`config.mk`:
```
export PLATFORM = sky130hd
export DESIGN_NAME = pll_reset_sequencer
export DESIGN_NICKNAME = d
export VERILOG_FILES = /design/src/rtl/pll_reset_sequencer_pkg.sv /design/src/rtl/pll_reset_sequencer_sync_bit.sv /design/src/rtl/pll_reset_sequencer.sv
export SDC_FILE = /design/constraint.sdc
export NUM_CORES = 1
export LEC_CHECK = 0
export CAP_MARGIN = 20
export CORE_MARGIN = 5
export CORE_UTILIZATION = 50
export DETAILED_ROUTE_END_ITERATION = 6
export PLACE_DENSITY = 0.73
export SYNTH_ARGS = -nofsm -noshare
export SYNTH_HDL_FRONTEND = slang
export SYNTH_HIERARCHICAL = 1
export SYNTH_SLANG_ARGS = --single-unit
```
`constraint.sdc`:
```
create_clock -name clock -period 3.27 [get_ports clock]
set_input_delay 0.654 -clock clock [delete_from_list [all_inputs] [get_ports clock]]
set_output_delay 0.654 -clock clock [all_outputs]
set_load 0.005 [all_outputs]
```
`src/rtl/pll_reset_sequencer_pkg.sv`:
```
// -----------------------------------------------------------------------------
// pll_reset_pkg
// Shared definitions for the PLL reset sequencer:
//   - seq_state_e : sequencer FSM states with fixed encodings
//   - STATE_W     : width of the exported state field
//   - default timing constants for the 120 MHz PLL clock
//   - cnt_w()     : width of a counter that must hold values 0..max_val
// Optional feature macro used by the sequencer: PLL_RESET_SEQ_LOSS_COUNTER_EN
// -----------------------------------------------------------------------------
package pll_reset_pkg;

   localparam int STATE_W = 2;

   typedef enum logic [STATE_W-1:0] {
      WAIT_LOCK = 2'd0,
      HOLD      = 2'd1,
      RELEASE   = 2'd2,
      RUN       = 2'd3
   } seq_state_e;

   // 10 us of stable lock at 120 MHz
   localparam int LOCK_HOLD_CYCLES_120MHZ   = 1200;
   localparam int SYNC_STAGES_DEFAULT        = 2;
   localparam int STAGE_GAP_CYCLES_DEFAULT   = 16;
   localparam int LOSS_FILTER_CYCLES_DEFAULT = 4;

   // Never returns less than 1 so degenerate counters stay legal vectors.
   function automatic int cnt_w(input int max_val);
      return (max_val < 2) ? 1 : $clog2(max_val + 1);
   endfunction

endpackage

```
`src/rtl/pll_reset_sequencer_sync_bit.sv`:
```
// -----------------------------------------------------------------------------
// sync_bit
// Generic single-bit synchroniser: SYNC_STAGES flops in series, cleared to 0
// by an asynchronous active-low reset. Intended for any slow asynchronous
// status flag entering the clk_i domain.
// Ports:
//   clk_i  : destination clock
//   rst_ni : asynchronous active-low reset (clears every stage)
//   d_i    : asynchronous input flag
//   q_o    : synchronised flag, SYNC_STAGES edges of latency
// -----------------------------------------------------------------------------
module sync_bit #(
   parameter int SYNC_STAGES = 2
) (
   input  logic clk_i,
   input  logic rst_ni,
   input  logic d_i,
   output logic q_o
);

   logic [SYNC_STAGES-1:0] sync_q;

   always_ff @(posedge clk_i or negedge rst_ni) begin
      if (!rst_ni) begin
         sync_q <= '0;
      end else begin
         sync_q <= {sync_q[SYNC_STAGES-2:0], d_i};
      end
   end

   assign q_o = sync_q[SYNC_STAGES-1];

endmodule

```
`src/rtl/pll_reset_sequencer.sv`:
```
// -----------------------------------------------------------------------------
// pll_reset_sequencer
// Holds downstream logic in reset until the PLL lock flag has been stable for
// LOCK_HOLD_CYCLES, then releases NUM_STAGES active-low resets one at a time,
// STAGE_GAP_CYCLES apart (bit 0 first). Once releasing or running, a lock
// dropout lasting LOSS_FILTER_CYCLES re-asserts every reset at once and is
// counted as a lock-loss event.
//
// Optional feature macro: PLL_RESET_SEQ_LOSS_COUNTER_EN
//   defined   : lock_loss_count counts loss events (saturating), loss_clear
//               zeroes it and wins over a simultaneous increment
//   undefined : lock_loss_count is tied to 0 and loss_clear is ignored
//
// Ports:
//   clock           : PLL output clock, the only clock
//   reset_n         : asynchronous active-low reset
//   pll_locked      : PLL lock flag, asynchronous to clock
//   loss_clear      : synchronous pulse, clears lock_loss_count
//   stage_reset_n   : registered active-low staged resets
//   ready           : registered, high in RUN with every stage released
//   state           : registered FSM state (0 WAIT_LOCK, 1 HOLD, 2 RELEASE, 3 RUN)
//   lock_loss_count : saturating count of lock-loss events
// -----------------------------------------------------------------------------
module pll_reset_sequencer
   import pll_reset_pkg::*;
#(
   parameter int SYNC_STAGES        = SYNC_STAGES_DEFAULT,
   parameter int LOCK_HOLD_CYCLES   = LOCK_HOLD_CYCLES_120MHZ,
   parameter int NUM_STAGES         = 3,
   parameter int STAGE_GAP_CYCLES   = STAGE_GAP_CYCLES_DEFAULT,
   parameter int LOSS_FILTER_CYCLES = LOSS_FILTER_CYCLES_DEFAULT,
   parameter int LOSS_CNT_W         = 8
) (
   input  logic                  clock,
   input  logic                  reset_n,
   input  logic                  pll_locked,
   input  logic                  loss_clear,
   output logic [NUM_STAGES-1:0] stage_reset_n,
   output logic                  ready,
   output logic [STATE_W-1:0]    state,
   output logic [LOSS_CNT_W-1:0] lock_loss_count
);

   localparam int HOLD_W = cnt_w(LOCK_HOLD_CYCLES - 1);
   localparam int GAP_W  = cnt_w(STAGE_GAP_CYCLES - 1);
   localparam int IDX_W  = cnt_w(NUM_STAGES - 1);
   localparam int FILT_W = cnt_w(LOSS_FILTER_CYCLES);

   localparam logic [HOLD_W-1:0] HOLD_LAST = HOLD_W'(LOCK_HOLD_CYCLES - 1);
   localparam logic [GAP_W-1:0]  GAP_LAST  = GAP_W'(STAGE_GAP_CYCLES - 1);
   localparam logic [IDX_W-1:0]  IDX_LAST  = IDX_W'(NUM_STAGES - 1);
   localparam logic [FILT_W-1:0] FILT_MAX  = FILT_W'(LOSS_FILTER_CYCLES);

   logic                  locked_s;
   seq_state_e            state_q, state_d;
   logic [HOLD_W-1:0]     hold_q, hold_d;
   logic [GAP_W-1:0]      gap_q, gap_d;
   logic [IDX_W-1:0]      idx_q, idx_d;
   logic [FILT_W-1:0]     filt_q, filt_d;
   logic [NUM_STAGES-1:0] stage_q, stage_d;
   logic                  ready_q, ready_d;
   logic                  loss_evt;

   sync_bit #(
      .SYNC_STAGES (SYNC_STAGES)
   ) u_lock_sync (
      .clk_i  (clock),
      .rst_ni (reset_n),
      .d_i    (pll_locked),
      .q_o    (locked_s)
   );

   always_ff @(posedge clock or negedge reset_n) begin
      if (!reset_n) begin
         state_q <= WAIT_LOCK;
         hold_q  <= '0;
         gap_q   <= '0;
         idx_q   <= '0;
         filt_q  <= '0;
         stage_q <= '0;
         ready_q <= 1'b0;
      end else begin
         state_q <= state_d;
         hold_q  <= hold_d;
         gap_q   <= gap_d;
         idx_q   <= idx_d;
         filt_q  <= filt_d;
         stage_q <= stage_d;
         ready_q <= ready_d;
      end
   end

   always_comb begin
      state_d  = state_q;
      hold_d   = hold_q;
      gap_d    = gap_q;
      idx_d    = idx_q;
      filt_d   = filt_q;
      stage_d  = stage_q;
      ready_d  = ready_q;
      loss_evt = 1'b0;

      case (state_q)
         WAIT_LOCK: begin
            stage_d = '0;
            ready_d = 1'b0;
            filt_d  = '0;
            if (locked_s) begin
               state_d = HOLD;
               hold_d  = '0;
            end
         end

         HOLD: begin
            // A dropout before release only restarts the wait; it is not a loss.
            if (!locked_s) begin
               state_d = WAIT_LOCK;
               hold_d  = '0;
            end else if (hold_q == HOLD_LAST) begin
               state_d = RELEASE;
               stage_d = NUM_STAGES'(1);
               idx_d   = '0;
               gap_d   = '0;
               filt_d  = '0;
            end else begin
               hold_d = hold_q + HOLD_W'(1);
            end
         end

         RELEASE, RUN: begin
            if (filt_q == FILT_MAX) begin
               // Filtered loss: drop every stage together regardless of the
               // current lock sample.
               loss_evt = 1'b1;
               state_d  = WAIT_LOCK;
               stage_d  = '0;
               ready_d  = 1'b0;
               filt_d   = '0;
               hold_d   = '0;
               gap_d    = '0;
               idx_d    = '0;
            end else begin
               filt_d = locked_s ? '0 : (filt_q + FILT_W'(1));
               if (state_q == RELEASE) begin
                  if (idx_q == IDX_LAST) begin
                     state_d = RUN;
                     ready_d = 1'b1;
                  end else if (gap_q == GAP_LAST) begin
                     // Stages release in order, so stage_q is a thermometer
                     // code and the next stage is one more bit shifted in.
                     gap_d   = '0;
                     idx_d   = idx_q + IDX_W'(1);
                     stage_d = (stage_q << 1) | NUM_STAGES'(1);
                  end else begin
                     gap_d = gap_q + GAP_W'(1);
                  end
               end
            end
         end

         default: begin
            state_d = WAIT_LOCK;
            stage_d = '0;
            ready_d = 1'b0;
         end
      endcase
   end

   assign stage_reset_n = stage_q;
   assign ready         = ready_q;
   assign state         = state_q;

`ifdef PLL_RESET_SEQ_LOSS_COUNTER_EN
   logic [LOSS_CNT_W-1:0] loss_cnt_q, loss_cnt_d;

   always_comb begin
      loss_cnt_d = loss_cnt_q;
      if (loss_clear) begin
         loss_cnt_d = '0;
      end else if (loss_evt && (loss_cnt_q != '1)) begin
         loss_cnt_d = loss_cnt_q + LOSS_CNT_W'(1);
      end
   end

   always_ff @(posedge clock or negedge reset_n) begin
      if (!reset_n) begin
         loss_cnt_q <= '0;
      end else begin
         loss_cnt_q <= loss_cnt_d;
      end
   end

   assign lock_loss_count = loss_cnt_q;
`else
   logic unused_loss_inputs;
   assign unused_loss_inputs = loss_clear | loss_evt;
   assign lock_loss_count    = '0;
`endif

endmodule
```
# Word level (Yosys, flattened, before mapping)
# Index checks and enable logic that the tools add are counted.
[totals] ff_bits=28
[op_classes] addsub=4 n_eq_ne=17 reduce_logical=11 muxes=42
[op_table] operator="$mux W11" count=4
[op_table] operator="$pmux W11 S3" count=1
[op_table] operator="$mux W3" count=10
[op_table] operator="$mux W2" count=12
[op_table] operator="$mux W4" count=6
[op_table] operator="$ne A3 B3 Y1 const B" count=6
[op_table] operator="$pmux W3 S3" count=2
[op_table] operator="$add A11 B1 Y11 const B" count=1
[op_table] operator="$eq A11 B11 Y1 const B" count=1
[op_table] operator="$reduce_and A5 Y1" count=2
[op_table] operator="$pmux W4 S2" count=1
[op_table] operator="$eq A2 B2 Y1 const B" count=3
[op_table] operator="$pmux W2 S3" count=1
[op_table] operator="$reduce_and A3 Y1" count=2
[op_table] operator="$reduce_and A6 Y1" count=1
[op_table] operator="$add A4 B1 Y4 const B" count=1
[op_table] operator="$eq A4 B4 Y1 const B" count=1
[op_table] operator="$ne A2 B1 Y1 const B" count=2
[op_table] operator="$ne A2 B2 Y1 const B" count=2
[op_table] operator="$pmux W2 S2" count=1
[op_table] operator="$reduce_and A4 Y1" count=1
[op_table] operator="$reduce_bool A2 Y1" count=2
[op_table] operator="$add A3 B1 Y3 const B" count=1
[op_table] operator="$eq A3 B3 Y1 const B" count=1
[op_table] operator="other kinds (7)" count=9

# Longest topological paths before layout
# Gate-level depths: netlist (run 1).
[logic_depth] depth_word=6 depth_mapped=8 depth_no_buf=7

# Cells and area by module
# Netlist (run 1), hierarchy kept.
[modules_own_cells] module="pll_reset_sequencer" cells_each=160 n_inst=1 area_per_inst_um2=1461.4 seq_area_each_um2=650.6
[modules_own_cells] module="sync_bit" cells_each=2 n_inst=1 area_per_inst_um2=50.0 seq_area_each_um2=50.0

# Worst setup path after synthesis (run 1)
# OpenSTA, ideal clock, no wires.
[synth_path] kind="reg2reg" startpoint="reg filt_q[0]" endpoint="reg stage_q[1], in the netlist stage_reset_n[1]" path_buffers=1 synth_period_minus_slack_ns=1.769 t_arrival_ns=1.645 path_slack_ns=1.501 path_stages_with_launch=9 cell_sequence="dfrtp_1 inv_1 ha_1 a21boi_0 clkbuf_1 nand2_1 and3_1 a22oi_1 nand2_1"
[synth_between] elab_chain_len=3 word_cells_on_any_way=7 cone_classes="4 x eq/ne; 2 x mux; 1 x reduce/logical"
[synth_lines] element="from (decl)" line="pll_reset_sequencer.sv:59" rtl="logic [FILT_W-1:0] filt_q, filt_d;"
[synth_lines] element="from (signal assigned)" line="pll_reset_sequencer.sv:87" rtl="filt_q <= filt_d;"
[synth_lines] element="$eq A3 B3 Y1 (*)" line="pll_reset_sequencer.sv:131" rtl="if (filt_q == FILT_MAX) begin"
[synth_lines] element="$ne A3 B3 Y1 (no line) or $mux W3 (tied branches)"
[synth_lines] element="$reduce_and A5 Y1 (no line) or $pmux W3 S3 (tied branches)"
[synth_lines] element="to (signal assigned)" line="pll_reset_sequencer.sv:88" rtl="stage_q <= stage_d;"
[synth_lines] element="to (decl)" line="pll_reset_sequencer.sv:60" rtl="logic [NUM_STAGES-1:0] stage_q, stage_d;"
# Mark *: on every way between the ends. The rest lies on a longest branch, timed or not.
# A chain may end at the register's enable or synchronous reset.

# Final worst setup path (run 1)
[layout_path] startpoint="reg state_q[1], in the netlist state[1]" endpoint="out state[1]"
[layout_rtl] element="from (decl)" line="pll_reset_sequencer.sv:55" rtl="seq_state_e state_q, state_d;"
[layout_rtl] element="from (signal assigned)" line="pll_reset_sequencer.sv:83" rtl="state_q <= state_d;"
[layout_rtl] element="to (decl)" line="pll_reset_sequencer.sv:40" rtl="output logic [STATE_W-1:0] state,"
# No word-level cell between the ends.

==> results.tsv, run 1 <==
metric	value	unit
synth_area_per_cell	9.33	um^2
hold_buffers	0	
regArea	701	um^2
syn-cell-area	0.00151	mm^2
clkSinkCount	28	
fp-row-count	20	
synth_seq_area_share	0.464	
drt-total-wl	2790	um
design.die.area	0.00422	mm^2
post_cts_resize_count	0	
path_buf_inv	1	
h-tree-depth	1	
peakVddDrop	0.207	mV
power.leakage	0.763	nW
grt_pass1_wl	5170	um
r2r_slack	1.22	ns
fin_util	0.551	
max_freq	446	MHz
cap_viol_max_count	0	
drc	0	
synth_async_sr_flop_share	1.00	
initial_utilization	0.508	
fin_skew	0.00850	ns
routedWlPerCell	13.5	um
grtUsageTotal	0.155	
endpoint_kind	output pin	
cts_tree	yes	
io_pins	18	
die-height	65.0	um
cts.path.max_buffers	2	
finalCriticalPeriod	2.24	ns
min_path_type	reg2reg	
period_share	0.686	
status	finished clean	
grt_max_degree	29	
clock_latency	0.33	ns
path_cells	clkdlybuf4s50_1	
antenna_found_initial	0	
multi_input_area	749	um^2
gp_congestion	0.809	
cts_buffers	3	
slowest_delay	0.66	ns
post_cts_buffers	0	
p_per_area	343	mW/mm^2
drt-initial-drc-count	30	
finalNetCount	183	
slew_violations	0	
slowest_stage	dfrtp_1	
crit_family	flip-flops	
num_vias	1213	
yosys_register_bits	28	
synth_cell_types	41	
setup_viol	0	
synth_edf_count	0	
area_delta_synth_final	8.61	%
hold_viol_final	0	
yosysWarnings	6	
syn_inst	162	
tightest_slew	0.604	ns
num_antenna_cells	0	
drive_gt1_frac	0.0636	
fill_cells	250	
root_buffer	clkbuf_4	
dp_hpwl	2070	um
fin_tns_setup	0	ns
synth-main-ff-cell	dfrtp_1	
crit_arrival	1.59	ns
final_antenna_net_count	0	
layout_commonest_cell	dfrtp_1	
start_kind	register	
die_w	65.0	um
crit_type	reg2out	
slew-limit-headroom	0.594	
cp.required	2.62	ns
clk_pin_slew	0.15	ns
crit_fanout	13	
viasPerCell	5.89	
portBuffers	8	
grt_pass1_vias	1173	
core_area	0.00298	mm^2
gr-total-overflow	0	
final_cell_mix	dfrtp_1 (28), nand2_1 (25), o21ai_0 (14)	
rsz0062_at_grt	false	
firstDrtPassIters	4	
==> report_power, final <==
| part | internal, mW | leakage, nW | switching, mW |
|---|---|---|---|
| clock | 0.0683 | 0.0210 | 0.101 |
| sequential | 0.351 | 0.381 | 0.00590 |
| combinational | 0.0143 | 0.361 | 0.0220 |
| total | 0.434 | 0.763 | 0.129 |
==> sequential cells by signal, indices dropped and copies added (netlist names) <==
register and flops:
hold_q 11, gap_q 4, filt_q 3, stage_reset_n 3, idx_q 2, state 2, u_lock_sync/sync_q 2, ready 1
==> kinds of logic after synthesis <==
family          share of synthesized area
fa+ha+maj                          0.0414
other cells                       0.00248
compound gates                      0.193
flops                               0.464
xor+xnor                           0.0174
simple gates                        0.209
mux                                0.0149
buf+inv                            0.0579
==> area by class of cell <==
type | count | share of cell area
multi-input combinational | 126 | 0.457
sequential | 28 | 0.427
timing repair buffer | 10 | 0.0579
tap | 33 | 0.0252
clock buffer | 4 | 0.0221
inverter | 5 | 0.0114
==> synth_stat cells (2+ instances only) <==
| cell type | count | area, um^2 |
|---|---|---|
| o21ai_0 | 14 | 70.1 |
| a22o_1 | 3 | 26.3 |
| nor3_1 | 6 | 30.0 |
| nand4_1 | 2 | 12.5 |
| a21boi_0 | 2 | 15.0 |
| buf_4 | 8 | 60.1 |
| a21oi_1 | 4 | 20.0 |
| xor2_1 | 2 | 17.5 |
| a22oi_1 | 3 | 22.5 |
| ha_1 | 5 | 62.6 |
| nand2_1 | 25 | 93.8 |
| nand3b_1 | 2 | 15.0 |
| mux2_2 | 2 | 22.5 |
| dfrtp_1 | 28 | 701 |
| o41ai_1 | 2 | 17.5 |
| and3_1 | 2 | 12.5 |
| o21a_1 | 4 | 30.0 |
| and2_1 | 2 | 12.5 |
| a21o_1 | 2 | 15.0 |
| nor2_1 | 11 | 41.3 |
| nor4_1 | 2 | 12.5 |
| inv_1 | 5 | 18.8 |
| nand3_1 | 8 | 40.0 |
==> layer usage <==
layer	vias to the layer above	global-route usage	share of wire
met5	-	0	0
met4	0	0.0765	0.016
met3	5	0.0173	0.039
met2	26	0.264	0.49
met1	593	0.195	0.46
li1	589	-	-
==> through the flow <==
stage	instances	total power [mW]	cell area, um^2	hold slack [ns]	setup slack (ns)
6_report	206	0.563	1640	0.372	1.03
5_1_grt	206	0.590	1640	0.395	0.953
4_1_cts	206	0.567	1640	0.377	1.04
3_5_place_dp	202	0.400	1610	0.344	1.25
3_3_place_gp	202	0.399	1610	0.337	1.27
2_1_floorplan	169	0.389	1540	0.331	1.50
==> path summary, 6_finish.rpt <==
kind                                            start                     to  depth (start not counted)
worst min-delay path            u_lock_sync/sync_q[0]  u_lock_sync/sync_q[1]                          0
worst min register to register  u_lock_sync/sync_q[0]  u_lock_sync/sync_q[1]                          0
worst max register to register               state[1]               idx_q[1]                          6
worst max-delay path                         state[1]               state[1]                          1
max in group asynchronous                     reset_n              filt_q[1]                          2
min in group asynchronous                     reset_n             hold_q[10]                          2
Note: power is estimated with default switching activity, not from simulation.
==> run 2, diff against run 1 <==
--- a/config.mk
+++ b/config.mk
@@ -7,9 +7,9 @@
 export LEC_CHECK = 0
 export CAP_MARGIN = 20
 export CORE_MARGIN = 5
-export CORE_UTILIZATION = 50
+export CORE_UTILIZATION = 49
 export DETAILED_ROUTE_END_ITERATION = 6
-export PLACE_DENSITY = 0.73
+export PLACE_DENSITY = 0.74
 export SYNTH_ARGS = -nofsm -noshare
 export SYNTH_HDL_FRONTEND = slang
 export SYNTH_HIERARCHICAL = 1
==> constraint.sdc (replaced) <==
create_clock -name clock -period 1.94 [get_ports clock]
set_input_delay 0.388 -clock clock [delete_from_list [all_inputs] [get_ports clock]]
set_output_delay 0.388 -clock clock [all_outputs]
set_load 0.005 [all_outputs]
==> run 2 against run 1 <==
Combinational power is 100% higher. Hold slack better by 0.0020 ns. Critical path depth is 4 higher. Clock power is 38% higher. Largest cell class unchanged. Largest power group unchanged.
==> results.tsv, run 2 (same netlist as run 1, synthesis figures left out) <==
metric	value	unit	change
routedWlPerCell	14.4	um	+6.2%
drc	0		unchanged
layout_commonest_cell	dfrtp_1		
p_per_area	513	mW/mm^2	+50%
crit_fanout	7		-6
cp.required	2.21	ns	-0.41 ns
status	finished clean		
path_cells	or3b_4, o41a_1, o21ai_4, buf_4, a22o_1		
clk_pin_slew	0.14	ns	about the same
crit_type	reg2reg		
slowest_stage	o41a_1		
final_antenna_net_count	0		unchanged
final_cell_mix	dfrtp_1 (27), nand2_1 (25), buf_4 (17)		
finalNetCount	198		+8.2%
firstDrtPassIters	6		+2
p_clk_frac	0.257		-0.044
r2r_slack	0.006	ns	-1.21 ns
area_delta_synth_final	17.2	%	
viasPerCell	5.78		-1.9%
portBuffers	8		unchanged
largest_reg_flops	11		unchanged
setup_viol	0		unchanged
layout_setup_ws	0.00565	ns	-1.02 ns
cts.path.max_buffers	2		unchanged
design_area	0.00177	mm^2	+7.9%
slew_violations	0		unchanged
crit_arrival	2.21	ns	+0.62 ns
period_share	0.997		
grt_pass1_vias	1236		+5.4%
start_kind	register		
switching_share	0.234		+0.00505
drive_gt1_frac	0.160		+0.0968
gp_congestion	0.782		-3.4%
antenna_found_initial	0		unchanged
core_area	0.00300	mm^2	+0.84%
internal_power	0.696	mW	+61%
hold_viol_final	0		unchanged
design.die.area	0.00430	mm^2	+1.7%
die-height	65.5	um	+0.86%
num_vias	1271		+4.8%
initial_utilization	0.503		-0.00423
io_pins	18		unchanged
clock_latency	0.32	ns	about the same
drt-total-wl	3160	um	+13%
dp_slack	0.0180	ns	-1.23 ns
fin_hold_ws	0.374	ns	+0.00199 ns
tightest_slew	0.591	ns	-0.0130 ns
power_switching	0.213	mW	+65%
power.leakage	0.838	nW	+9.9%
top_regs	hold_q: 11 flops, gap_q: 4 flops		
pwr-share-seq	0.661		+0.026
dp_hpwl	2180	um	+5.2%
peakVddDrop	0.392	mV	+89%
cap_viol_max_count	0		unchanged
grtUsageTotal	0.163		+0.00785
die_w	65.5	um	+0.86%
fp-row-count	20		unchanged
root_buffer	clkbuf_4		
endpoint_kind	register		
grt_max_degree	29		unchanged
max_freq	517	MHz	
h-tree-depth	1		unchanged
num_antenna_cells	0		unchanged
grt_pass1_wl	5510	um	+6.5%
drt-initial-drc-count	52		+73%
finalCriticalPeriod	1.93	ns	
cts_tree	yes		
cts_buffers	3		unchanged
slowest_delay	0.46	ns	-0.20 ns
gr-total-overflow	0		unchanged
fin_skew	0.00275	ns	-0.00575 ns
regMostFlops	hold_q		
rsz0062_at_grt	true		
min_path_type	reg2reg		
placedInstanceArea	0.00165	mm^2	+2.8%
comb_power_share	0.081		+0.016
clkSinkCount	28		unchanged
slew-limit-headroom	0.602		+0.00877
-- run 2: area by class of cell --
type	instances	area, um^2
multi-input cells	126	779
repair buffers	25	208
clock buffers	3	22.5
flip-flops and latches	28	702
inverters	5	18.8
fillers	250	1230
well taps	33	41.3
-- run 2: what timing repair did --
action,in CTS,in global routing
endpoints found under the setup margin,1,19
gates resized for setup,0,9
hold buffers,0,0
pin swaps,0,2
gates cloned,0,0
buffers inserted,0,9
-- run 2: stage by stage --
step           instances  TNS (ns)   util  total power [mW]
3_3_place_gp         208         0  0.550             0.678
6_report             220         0  0.590             0.909
4_1_cts              211  -0.00376  0.557             0.917
2_1_floorplan        169         0      -             0.655
3_5_place_dp         208         0  0.550             0.681
5_1_grt              220    -0.271  0.590             0.968
-- run 2: final timing paths --
path                                               to                  start  cells past startpoint
worst min register to register  u_lock_sync/sync_q[1]  u_lock_sync/sync_q[0]                      0
max in group asynchronous                    state[1]                reset_n                      2
worst min-delay path            u_lock_sync/sync_q[1]  u_lock_sync/sync_q[0]                      0
worst max register to register              hold_q[1]              hold_q[8]                      5
min in group asynchronous            stage_reset_n[1]                reset_n                      2
worst max-delay path                        hold_q[1]              hold_q[8]                      5
-- run 2: worst max-delay path, delay by kind of cell, from the launching register on --
| family | cells | cell delay, ns |
|---|---|---|
| AOI/OAI and AO/OA | 3 | 0.86 |
| and+or+nand+nor | 1 | 0.42 |
| buffers and inverters | 1 | 0.16 |
| DFF | 1 | 0.43 |
-- run 2: layer usage --
layer  vias up  wire (um)  part of all wire  global-route usage
met5         -          0                 0                   0
met4         0         61             0.019              0.0544
met3         9         90             0.028              0.0274
met2        29       1570              0.50               0.268
met1       619       1440              0.46               0.218
li1        614          -                 -                   -
-- run 2: power groups by stage --
stage	clock (mW)	sequential, mW	combinational (mW)
CTS	0.247	0.601	0.0692
finish	0.234	0.601	0.0741
global route	0.281	0.603	0.0843
detailed placement	0	0.612	0.0690
global placement	0	0.611	0.0669
floorplan	0	0.611	0.0448
==> run 3, diff against run 2 <==
--- a/config.mk
+++ b/config.mk
@@ -7,9 +7,11 @@
 export LEC_CHECK = 0
 export CAP_MARGIN = 20
 export CORE_MARGIN = 5
-export CORE_UTILIZATION = 49
+export CORE_UTILIZATION = 50
 export DETAILED_ROUTE_END_ITERATION = 6
-export PLACE_DENSITY = 0.74
+export DONT_BUFFER_PORTS = 1
+export MAX_ROUTING_LAYER = met4
+export PLACE_DENSITY = 0.68
 export SYNTH_ARGS = -nofsm -noshare
 export SYNTH_HDL_FRONTEND = slang
 export SYNTH_HIERARCHICAL = 1
==> run 3 against run 2 <==
Sequential share of layout area increased by 2.4 points. Power decreased by 0.82%. Combinational power decreased by 9.7%. Hold slack got worse by 0.30 ns. Clock-buffer cell count unchanged. Wire length decreased by 8.1%. Critical path depth unchanged. Register-to-register slack about the same. First-iteration DRC count increased by 7.7%. Die area decreased by 1.7%. Maximum frequency increased by 0.50%. Critical path type unchanged.
==> results.tsv, run 3 (same netlist as run 1, synthesis figures left out) <==
metric	value	unit	change
cts.path.max_buffers	2		unchanged
fin_tns_setup	0	ns	unchanged
start_kind	register		
finalNetCount	185		-6.6%
layout_commonest_cell	dfrtp_1		
slew-limit-headroom	0.640		+0.0380
max_freq	520	MHz	+0.50%
placedInstanceArea	0.00158	mm^2	-4.4%
min_path_type	in2reg		
fin_skew	0.00316	ns	+0.000413 ns
final_cell_mix	dfrtp_1 (28), nand2_1 (25), o21ai_0 (14)		
grt_pass1_wl	5250	um	-4.6%
endpoint_kind	register		
drt-initial-drc-count	56		+7.7%
core_area	0.00298	mm^2	-0.83%
status	finished clean		
num_vias	1206		-5.1%
rsz0062_at_grt	true		
cap_viol_max_count	0		unchanged
root_buffer	clkbuf_4		
initial_utilization	0.508		+0.00423
r2r_slack	0.02	ns	about the same
design_area	0.00167	mm^2	-5.9%
largest_reg_flops	11		unchanged
h-tree-depth	1		unchanged
grtUsageTotal	0.159		-0.00461
die_w	65.0	um	-0.85%
clkSinkCount	28		unchanged
viasPerCell	5.83		+0.84%
period_share	0.992		-0.00499
power.total	0.901	mW	-0.82%
hold_viol_final	0		unchanged
drive_gt1_frac	0.138		-0.0225
slew_violations	0		unchanged
clk_pin_slew	0.14	ns	about the same
finalCriticalPeriod	1.92	ns	-0.00969 ns
p_per_area	540	mW/mm^2	+5.4%
power.leakage	0.789	nW	-5.9%
num_antenna_cells	0		unchanged
clock_latency	0.32	ns	about the same
die-height	65.0	um	-0.85%
dp_cells	201		-3.4%
gp_congestion	0.830		+6.1%
dp_slack	0.0301	ns	+0.0121 ns
cts_buffers	3		unchanged
grt_max_degree	29		unchanged
crit_fanout	8		+1
final_antenna_net_count	0		unchanged
drt-total-wl	2910	um	-8.1%
layout_setup_ws	0.0153	ns	+0.00969 ns
routedWlPerCell	14.0	um	-2.3%
cp.required	2.17	ns	-0.04 ns
grt_pass1_vias	1185		-4.1%
crit_arrival	2.15	ns	-0.06 ns
tightest_slew	0.535	ns	-0.0565 ns
peakVddDrop	0.411	mV	+5.0%
area_delta_synth_final	10.3	%	
design.die.area	0.00422	mm^2	-1.7%
fill_cells	268		+7.2%
firstDrtPassIters	4		-2
top_regs	hold_q: 11 flops, gap_q: 4 flops		
antenna_found_initial	0		unchanged
regMostFlops	hold_q		
fp-row-count	20		unchanged
io_pins	18		unchanged
layout.cells.non_filler	207		-5.9%
portBuffers	0		-8
drc	0		unchanged
cts_tree	yes		
setup_viol	0		unchanged
gr-total-overflow	0		unchanged
crit_type	reg2reg		
dp_hpwl	2160	um	-0.83%
==> run 3: layer usage <==
| metal | track usage | up-vias | wire [um] |
|---|---|---|---|
| li1 | - | 591 | - |
| met1 | 0.203 | 584 | 1340 |
| met2 | 0.261 | 25 | 1390 |
| met3 | 0.0208 | 6 | 119 |
| met4 | 0.0528 | 0 | 59 |
| met5 | - | - | 0 |
==> run 3: power breakdown <==
group          switching (mW)  internal (mW)  leakage [nW]
combinational          0.0411         0.0258         0.393
clock                   0.160         0.0728        0.0138
sequential            0.00971          0.592         0.381
total                   0.211          0.690         0.789
==> run 3: layout make-up <==
type	count	area [um^2]	share of cell area
sequential	28	701	0.420
timing repair buffer	12	105	0.0630
multi-input combinational	126	779	0.467
clock buffer	3	22.5	0.0135
tap	33	41.3	0.0248
inverter	5	18.8	0.0113
==> run 3: path summary, 6_finish.rpt <==
kind | from | to | cells past startpoint
max | hold_q[9] | hold_q[8] | 5
min | pll_locked | u_lock_sync/sync_q[0] | 0
max reg2reg | hold_q[9] | hold_q[8] | 5
min reg2reg | u_lock_sync/sync_q[0] | u_lock_sync/sync_q[1] | 0
max in group asynchronous | reset_n | hold_q[6] | 2
min in group asynchronous | reset_n | filt_q[0] | 2
==> run 3: worst max-delay path, cell delays in order (launching register included) <==
cell,delay [ns]
dfrtp_1,0.43
or3b_4,0.41
o41a_1,0.46
o21ai_4,0.28
nor4_1,0.08
o21a_1,0.17
==> run 3: stage by stage <==
step,hold WS (ns),utilization
global placement,0.0930,0.530
finish,0.0769,0.560
detailed placement,0.0929,0.530
CTS,0.0600,0.547
floorplan,0.0924,-
global route,0.0448,0.560
==> run 3: timing repair <==
| action | 4_1_cts | 5_1_grt |
|---|---|---|
| gates resized for setup | 0 | 7 |
| setup buffers | 0 | 1 |
| setup endpoints to repair | 0 | 18 |
| hold buffers | 2 | 0 |
| hold endpoints to repair | 28 | 0 |
